**config.mk**
```make
export PLATFORM = sky130hd
export DESIGN_NAME = mem_bus_arb
export DESIGN_NICKNAME = d
export VERILOG_FILES = /design/src/rtl/mem_bus_arb.sv
export SDC_FILE = /design/constraint.sdc
export NUM_CORES = 1
export LEC_CHECK = 0
export CAP_MARGIN = 20
export CORE_AREA = 2 2 99 101
export DETAILED_ROUTE_END_ITERATION = 16
export DIE_AREA = 0 0 101 103
export GPL_ROUTABILITY_DRIVEN = 0
export HOLD_SLACK_MARGIN = 0.05
export PLACE_DENSITY = 0.75
export SLEW_MARGIN = 20
export SYNTH_ARGS = -nofsm -noshare
export SYNTH_HDL_FRONTEND = slang
export SYNTH_SLANG_ARGS = --single-unit
export TNS_END_PERCENT = 20
```
**constraint.sdc**
```tcl
create_clock -name sys_clk -period 3 [get_ports sys_clk]
set_input_delay 0.3 -clock sys_clk [delete_from_list [all_inputs] [get_ports sys_clk]]
set_output_delay 0.3 -clock sys_clk [all_outputs]
set_load 0.02 [all_outputs]
```
**src/rtl/mem_bus_arb.sv**
```systemverilog
// mem_bus_arb: shares one memory bus between the core data port and the DMA master.
//
// DMA has priority. After DMA_BURST_MAX acked DMA transfers, a waiting core
// is handed the bus between two DMA transfers. The DMA keeps its request
// asserted and resumes once the core releases.
//
// Optional feature (macro MEM_TIMEOUT_EN): abort a transfer after TIMEOUT
// cycles without ack. The owner gets one ack with invalid data, arb_err_o
// pulses, and the grant is released.
//
// Ports:
//   sys_clk, sys_rst_n        clock, asynchronous active-low reset
//   core_*_i / core_*_o       core master (cyc, stb, we, addr, wdata / rdata, ack)
//   dma_*_i  / dma_*_o        DMA master (same handshake)
//   mem_*_o  / mem_*_i        memory slave side
//   gnt_o                     registered grant: 01 core, 10 DMA, 00 none
//   arb_err_o                 one-cycle timeout pulse (0 without MEM_TIMEOUT_EN)
module mem_bus_arb #(
  parameter int AW            = 16,
  parameter int DW            = 32,
  parameter int DMA_BURST_MAX = 8,
  parameter int TIMEOUT       = 255
) (
  input  logic          sys_clk,
  input  logic          sys_rst_n,
  input  logic          core_cyc_i,
  input  logic          core_stb_i,
  input  logic          core_we_i,
  input  logic [AW-1:0] core_addr_i,
  input  logic [DW-1:0] core_data_i,
  output logic [DW-1:0] core_data_o,
  output logic          core_ack_o,
  input  logic          dma_cyc_i,
  input  logic          dma_stb_i,
  input  logic          dma_we_i,
  input  logic [AW-1:0] dma_addr_i,
  input  logic [DW-1:0] dma_data_i,
  output logic [DW-1:0] dma_data_o,
  output logic          dma_ack_o,
  output logic          mem_cyc_o,
  output logic          mem_stb_o,
  output logic          mem_we_o,
  output logic [AW-1:0] mem_addr_o,
  output logic [DW-1:0] mem_data_o,
  input  logic [DW-1:0] mem_data_i,
  input  logic          mem_ack_i,
  output logic [1:0]    gnt_o,
  output logic          arb_err_o
);

  // State encoding doubles as the grant vector, so gnt_o is the state flop.
  localparam logic [1:0] S_IDLE = 2'b00;
  localparam logic [1:0] S_CORE = 2'b01;
  localparam logic [1:0] S_DMA  = 2'b10;
  localparam logic [7:0] BURST_MAX = 8'(DMA_BURST_MAX);

  logic [1:0] state_q, state_d;
  logic [7:0] burst_q, burst_d;
  logic [7:0] burst_inc_s;
  logic       own_core_s, own_dma_s;
  logic       stb_fwd_s, pending_s, burst_lim_s, timeout_s;

  assign own_core_s = (state_q == S_CORE);
  assign own_dma_s  = (state_q == S_DMA);
  assign stb_fwd_s  = own_core_s ? core_stb_i : (own_dma_s ? dma_stb_i : 1'b0);
  // A strobe without ack this cycle is a transfer still in flight.
  assign pending_s  = stb_fwd_s & ~mem_ack_i;

  // Burst count including this cycle's ack, so the core can take over on the
  // very edge that completes the limiting DMA transfer.
  assign burst_inc_s = (own_dma_s && mem_ack_i && (burst_q != 8'hFF)) ?
                       (burst_q + 8'd1) : burst_q;
  assign burst_lim_s = (burst_inc_s >= BURST_MAX) & core_cyc_i & ~pending_s;

`ifdef MEM_TIMEOUT_EN
  localparam logic [7:0] TMO_LAST = 8'(TIMEOUT - 1);
  logic [7:0] tmo_q, tmo_d;

  // Fires during the TIMEOUT-th consecutive stall cycle.
  assign timeout_s = pending_s & (tmo_q == TMO_LAST);

  // Stall counter next value: cleared on grant change and on any ack.
  always_comb begin
    tmo_d = tmo_q;
    if (state_d != state_q) begin
      tmo_d = 8'd0;
    end else if (mem_ack_i || timeout_s) begin
      tmo_d = 8'd0;
    end else if (pending_s) begin
      tmo_d = tmo_q + 8'd1;
    end else begin
      tmo_d = tmo_q;
    end
  end

  // Stall counter register.
  always_ff @(posedge sys_clk or negedge sys_rst_n) begin
    if (!sys_rst_n) begin
      tmo_q <= 8'd0;
    end else begin
      tmo_q <= tmo_d;
    end
  end
`else
  logic unused_tmo_s;
  assign unused_tmo_s = ^8'(TIMEOUT);
  assign timeout_s    = 1'b0;
`endif

  assign arb_err_o = timeout_s;
  assign gnt_o     = state_q;

  // State and burst counter registers.
  always_ff @(posedge sys_clk or negedge sys_rst_n) begin
    if (!sys_rst_n) begin
      state_q <= S_IDLE;
      burst_q <= 8'd0;
    end else begin
      state_q <= state_d;
      burst_q <= burst_d;
    end
  end

  // Next-state and burst counter logic.
  always_comb begin
    state_d = state_q;
    case (state_q)
      S_IDLE: begin
        if (dma_cyc_i) begin
          state_d = S_DMA;
        end else if (core_cyc_i) begin
          state_d = S_CORE;
        end else begin
          state_d = S_IDLE;
        end
      end
      S_CORE: begin
        // Core is never preempted; on release a waiting DMA takes over directly.
        if (!core_cyc_i || timeout_s) begin
          state_d = dma_cyc_i ? S_DMA : S_IDLE;
        end else begin
          state_d = S_CORE;
        end
      end
      S_DMA: begin
        if (!dma_cyc_i || timeout_s || burst_lim_s) begin
          state_d = core_cyc_i ? S_CORE : S_IDLE;
        end else begin
          state_d = S_DMA;
        end
      end
      default: begin
        state_d = S_IDLE;
      end
    endcase

    if ((state_d == S_DMA) && (state_q != S_DMA)) begin
      burst_d = 8'd0;
    end else begin
      burst_d = burst_inc_s;
    end
  end

  // Bus mux: owner's signals go to memory, memory ack goes to the owner only.
  always_comb begin
    mem_cyc_o   = 1'b0;
    mem_stb_o   = 1'b0;
    mem_we_o    = 1'b0;
    mem_addr_o  = {AW{1'b0}};
    mem_data_o  = {DW{1'b0}};
    core_ack_o  = 1'b0;
    dma_ack_o   = 1'b0;
    core_data_o = mem_data_i;
    dma_data_o  = mem_data_i;
    case (state_q)
      S_CORE: begin
        mem_cyc_o  = core_cyc_i;
        mem_stb_o  = core_stb_i;
        mem_we_o   = core_we_i;
        mem_addr_o = core_addr_i;
        mem_data_o = core_data_i;
        core_ack_o = mem_ack_i | timeout_s;
      end
      S_DMA: begin
        mem_cyc_o  = dma_cyc_i;
        mem_stb_o  = dma_stb_i;
        mem_we_o   = dma_we_i;
        mem_addr_o = dma_addr_i;
        mem_data_o = dma_data_i;
        dma_ack_o  = mem_ack_i | timeout_s;
      end
      default: begin
        mem_cyc_o = 1'b0;
      end
    endcase
  end

endmodule

```
After elaboration in Yosys (flattened, before gate mapping)

Cells that the tools add are included.
W data, S select, Z words.

Bits of input ports: 137
Logic and storage cells: 37
Memory bits (read-only): 0
Memories kept: 0
Bits in latches: 0
Bits in writable memories: 0
Flip-flop bits (word level): 10

Equality and inequality tests: 5
Muxes and demuxes: 17
Reduce and logical (&&, ||, !) cells: 6
Div/mod/pow operators: 0
Order comparisons: 1
$add $sub $neg: 1
Bitwise operators: 5
Shift-type cells: 0
Multiply operators: 0

Operators with widths:

| operator              | number |
|---|---|
| $pmux W32 S2          | 1 |
| $pmux W16 S2          | 1 |
| $mux W8               | 2 |
| $add A8 B1 Y8 const B | 1 |
| $ge A8 B4 Y1 const B  | 1 |
| $mux W2               | 4 |
| $ne A8 B8 Y1 const B  | 1 |
| $pmux W1 S2           | 3 |
| $pmux W2 S3           | 1 |
| $mux W1               | 5 |
| $eq A2 B2 Y1 const B  | 2 |
| $and A1 B1 Y1         | 3 |
| $logic_and A1 B1 Y1   | 3 |
| $eq A2 B1 Y1 const B  | 1 |
| $logic_not A2 Y1      | 1 |
| $ne A2 B2 Y1 const B  | 1 |
| $not A1 Y1            | 2 |
| $logic_not A1 Y1      | 1 |
| $logic_or A1 B1 Y1    | 1 |

Longest topological paths before layout

Gate-level depths: netlist of the first run.

Depth after elaboration: 13
Gate-level depth with buffers: 7
Gate-level depth less buffers: 6

Worst setup path after synthesis of the first run

Ideal clock, no wire load.

Kind: register -> output
Start: register state_q[0] (netlist: gnt_o[0])
End: output mem_addr_o[0]
Stages on the path, launching flop included: 7
Arrival time: 1.661 ns
Path slack: 1.039 ns
Cells stage by stage: dfrtp_1 > inv_1 > ha_1 > buf_2 > clkbuf_1 > a22oi_1 > nor2b_1

Word-level cells in the longest chain between the ends: 2

RTL lines:

| element                                             | RTL line | RTL |
|---|---|---|
| from (decl)                                         | 57       | `logic [1:0] state_q, state_d;` |
| from (signal assigned)                              | 119      | `state_q <= state_d;` |
| $eq A2 B2 Y1 / $eq A2 B1 Y1 (equally long branches) | 175      | `case (state_q)` |
| $pmux W16 S2 *                                      | 175      |  |
| to (decl)                                           | 43       | `output logic [AW-1:0] mem_addr_o,` |

Mark *: on every way between the ends. The rest lies on a longest branch, timed or not.

Final worst setup path of the first run

Start: register state_q[1] (netlist: gnt_o[1])
End: output mem_stb_o

Word-level cells in the longest chain between the ends: 2

RTL lines:

| element                                             | RTL line | RTL |
|---|---|---|
| $eq A2 B2 Y1 / $eq A2 B1 Y1 (equally long branches) | 175      |  |
| $pmux W1 S2 *                                       | 175      |  |
| to (decl)                                           | 41       | `output logic mem_stb_o,` |

Marks and branches as above.

==> results by group, run 1 <==
Route
  • Via Count: between 2,000 and 2,500
  • Vias per cell: about 4.7
  • Routed Antenna Nets: 0
  • Initial DRC Count: 70
  • WL/cell: 16.0 um
  • Total routed wirelength: 7.42 mm
  • DR pass1 iterations: 4
  • Drt drc: 0

Clocking
  • H-tree Lvls: 1
  • CTS tree: built
  • Clk buf depth: 2
  • Clock-pin slew on the worst setup and hold paths: 0.05 ns
  • Hold buffer count at CTS: 0
  • Setup Buffers After CTS: 0
  • Clk Tree Root Cell: clkbuf_8
  • CTS buffer count: 3
  • Worst skew pair latency: 0.24 ns
  • CTS sink cnt: 10
  • Post-cts sizing count: 0

Timing
  • Setup tns final: 0 ns
  • Final period utilization: approximately 93%
  • Slew Limit Fails: 0
  • Highest clock rate: 0.359 GHz
  • Final setup viols: 0
  • Worst-Margin Slew: 0.564 ns
  • RSZ-0062 raised after global routing: no
  • Final hold vios: 0
  • Final setup margin: around 0.22 ns
  • Final Critical Period: approximately 2.8 ns
  • Relative slew slack: 62.4%
  • Final setup skew: 0.00270 ns

Pwr
  • Comb pwr share: 85.3%
  • Pwr Total: 2590 uW
  • Pwr/cell area: a little under 800 nW/um^2
  • Sw Share: 47.0%
  • Flop pwr share: about 8.0%
  • Clock share of power: 6.7%
  • P_int: 1370 uW
  • Net switching component of the power: 1210 uW
  • P_leak: roughly 0.0012 uW
  • Peak VDD IR: 0.000345 V

Synthesis
  • Main combinational cell family by area after synthesis: buffers and inverters
  • Share of Yosys cell area claimed by the top area cell type: 24.1%
  • Cell Area, Synth: 2020 um^2
  • FFs w/ async S/R, synth: 100%
  • Post-synth EDFFs: 0
  • Post-synthesis compound-gate area fraction: 26.7%
  • Post-synthesis adder-cell area fraction: under 10%
  • Syn Area/Cell: 7.66 um^2
  • Synth Area in Simple Gates: 25.1%
  • Synth Flop Type: dfrtp_1
  • Post-synthesis sequential area ratio: approximately 12%
  • Netlist cell types: 42
  • Multiplexer share of the synthesized area: less than 1%
  • Synth Area in XOR/XNOR: 2.17%
  • Top post-synthesis cells by area: buf_4 (24%), a22oi_1 (19%), nor2b_1 (16%), dfrtp_1 (12%), ha_1 (3.1%)
  • Cell taking the most area after synthesis: buf_4
  • Synth Net Count: 406
  • Register bit total from synthesis: 10
  • Cells after Synth: 264
  • YS warnings: 0

Die
  • Core ar.: 9460 um^2
  • Num rows: 36
  • Die width: 101 um
  • Ports: ~260
  • DIE AREA: between 10,000 and 15,000 um^2
  • Die Ht: between 100 and 150 um
  • Starting Density: 21.4%

Place
  • Port bufs: 159
  • Area after DPL: 3250 um^2
  • Pre-CTS setup slack: between 0.4 and 0.5 ns
  • Post-DP HPWL: 5.91 mm

Worst setup path
  • Critical Path Start Type: register
  • WP data arrival: approximately 2.5 ns
  • Crit Path Class: reg2out
  • CP endpoint kind: output pin
  • Crit path max fanout: 33
  • Required time worst endpoint: around 2.7 ns

GRT
  • Largest net degree at the start of global routing: about 60
  • Vias in the first global route: 2,104
  • First-pass GRT wire length: ~11 mm
  • All-layer global routing usage: 12.8%
  • Initial antenna violation count: 0
  • Total gr overflow: 0

Finish
  • Area grow syn2layout: 63.6%
  • Ant diodes: 0
  • Share of layout cells above drive strength 1: under 10%
  • Most frequent cells in the layout: clkdlybuf4s50_1 (159), nor2b_1 (52), a22oi_1 (50)
  • Commonest non-fill, non-tap cell in the layout: clkdlybuf4s50_1
  • Final net count: about 490
  • Final instance area: 3310 um^2

Min path
  • Worst min path class: in2async

Flow run
  • MaxCap Viol Count: 0

Run status
  • Outcome: complete, no violations
==> worst max-delay path: stages, from the launching register on <==
cell             delay (ns)
dfrtp_1                0.40
inv_1                  0.09
ha_2                   0.55
buf_12                 0.26
nand2_1                0.10
a21boi_0               0.18
clkdlybuf4s50_1        0.63
==> cell families (layout without fill, tap and decap cells) <==
group,after synthesis,in the layout
buf+inv,89,174
simple gates,80,80
compound gates,72,72
flops,10,10
fa+ha+maj,5,5
xor+xnor,5,5
mux,2,2
other cells,1,1
==> layer usage <==
metal	part of all wire (%)	track usage (%)	vias to the layer above
li1	-	-	1041
met4	2.4	3.64	0
met3	11	4.20	21
met1	36	14.5	1000
met2	51	22.9	114
met5	0	0	-
==> area by class of cell <==
class                   instances  area, um^2
fillers                       970        6150
flip-flops and latches         10         250
clock buffers                   4        55.1
inverters                       6        22.5
multi-input cells             165        1180
well taps                     114         143
repair buffers                164        1650
==> flip-flops by register name, summed over array words and instances (netlist names) <==
register  flops
gnt_o         2
burst_q       8
==> through the flow <==
step	hold WS (ns)	utilization (%)	instances
floorplan	0.00441	-	264
global route	0.432	35.0	463
finish	0.379	35.0	463
global placement	0.563	34.4	459
CTS	0.406	35.0	463
detailed placement	0.577	34.4	459
==> synthesized netlist by cell type (all sizes together), types with 2 or more instances <==
| cell | n |
|---|---|
| a21oi | 2 |
| a22oi | 50 |
| xor2 | 5 |
| o21a | 2 |
| a211oi | 3 |
| and2 | 3 |
| nor4 | 4 |
| buf | 69 |
| nor2b | 52 |
| nand3 | 2 |
| nand4 | 2 |
| a311oi | 2 |
| clkbuf | 14 |
| o21ai | 2 |
| mux2i | 2 |
| nor2 | 7 |
| inv | 6 |
| ha | 5 |
| or2 | 2 |
| o211ai | 2 |
| nand2 | 3 |
| dfrtp | 10 |
==> path summary, 6_finish.rpt <==
path | cells past startpoint | startpoint | end | slack, ns
worst max-delay path | 6 | gnt_o[1] | mem_stb_o | 0.22
worst min-delay path | 1 | sys_rst_n | burst_q[1] | 0.38
worst max register to register | 7 | gnt_o[0] | gnt_o[0] | 0.87
worst min register to register | 2 | burst_q[1] | burst_q[1] | 0.60
max in group asynchronous | 1 | sys_rst_n | gnt_o[1] | 2.30
min in group sys_clk | 0 | mem_data_i[0] | dma_data_o[0] | 0.60
==> power by group through the flow <==
stage               sequential [uW]  clock, uW  combinational, uW
floorplan                       215          0               1380
global placement                205          0               2190
detailed placement              208          0               2220
CTS                             207        174               2230
global route                    213        182               2380
finish                          207        173               2210
Note: power is estimated with default switching activity, not from simulation.
==> run 2: changes to the inputs <==
--- a/config.mk
+++ b/config.mk
@@ -9,7 +9,7 @@
 export CORE_AREA = 2 2 99 101
 export DETAILED_ROUTE_END_ITERATION = 16
 export DIE_AREA = 0 0 101 103
-export GPL_ROUTABILITY_DRIVEN = 0
+export GPL_ROUTABILITY_DRIVEN = 1
 export HOLD_SLACK_MARGIN = 0.05
 export PLACE_DENSITY = 0.75
 export SLEW_MARGIN = 20
==> results of run 2 <==
No change in the layout: final DEF, timing and power equal those of run 1.
==> run 3: changes to the inputs <==
--- a/config.mk
+++ b/config.mk
@@ -5,7 +5,6 @@
 export SDC_FILE = /design/constraint.sdc
 export NUM_CORES = 1
 export LEC_CHECK = 0
-export CAP_MARGIN = 20
 export CORE_AREA = 2 2 99 101
 export DETAILED_ROUTE_END_ITERATION = 16
 export DIE_AREA = 0 0 101 103
==> results of run 3 <==
No change in the layout: final DEF, timing and power equal those of run 1.
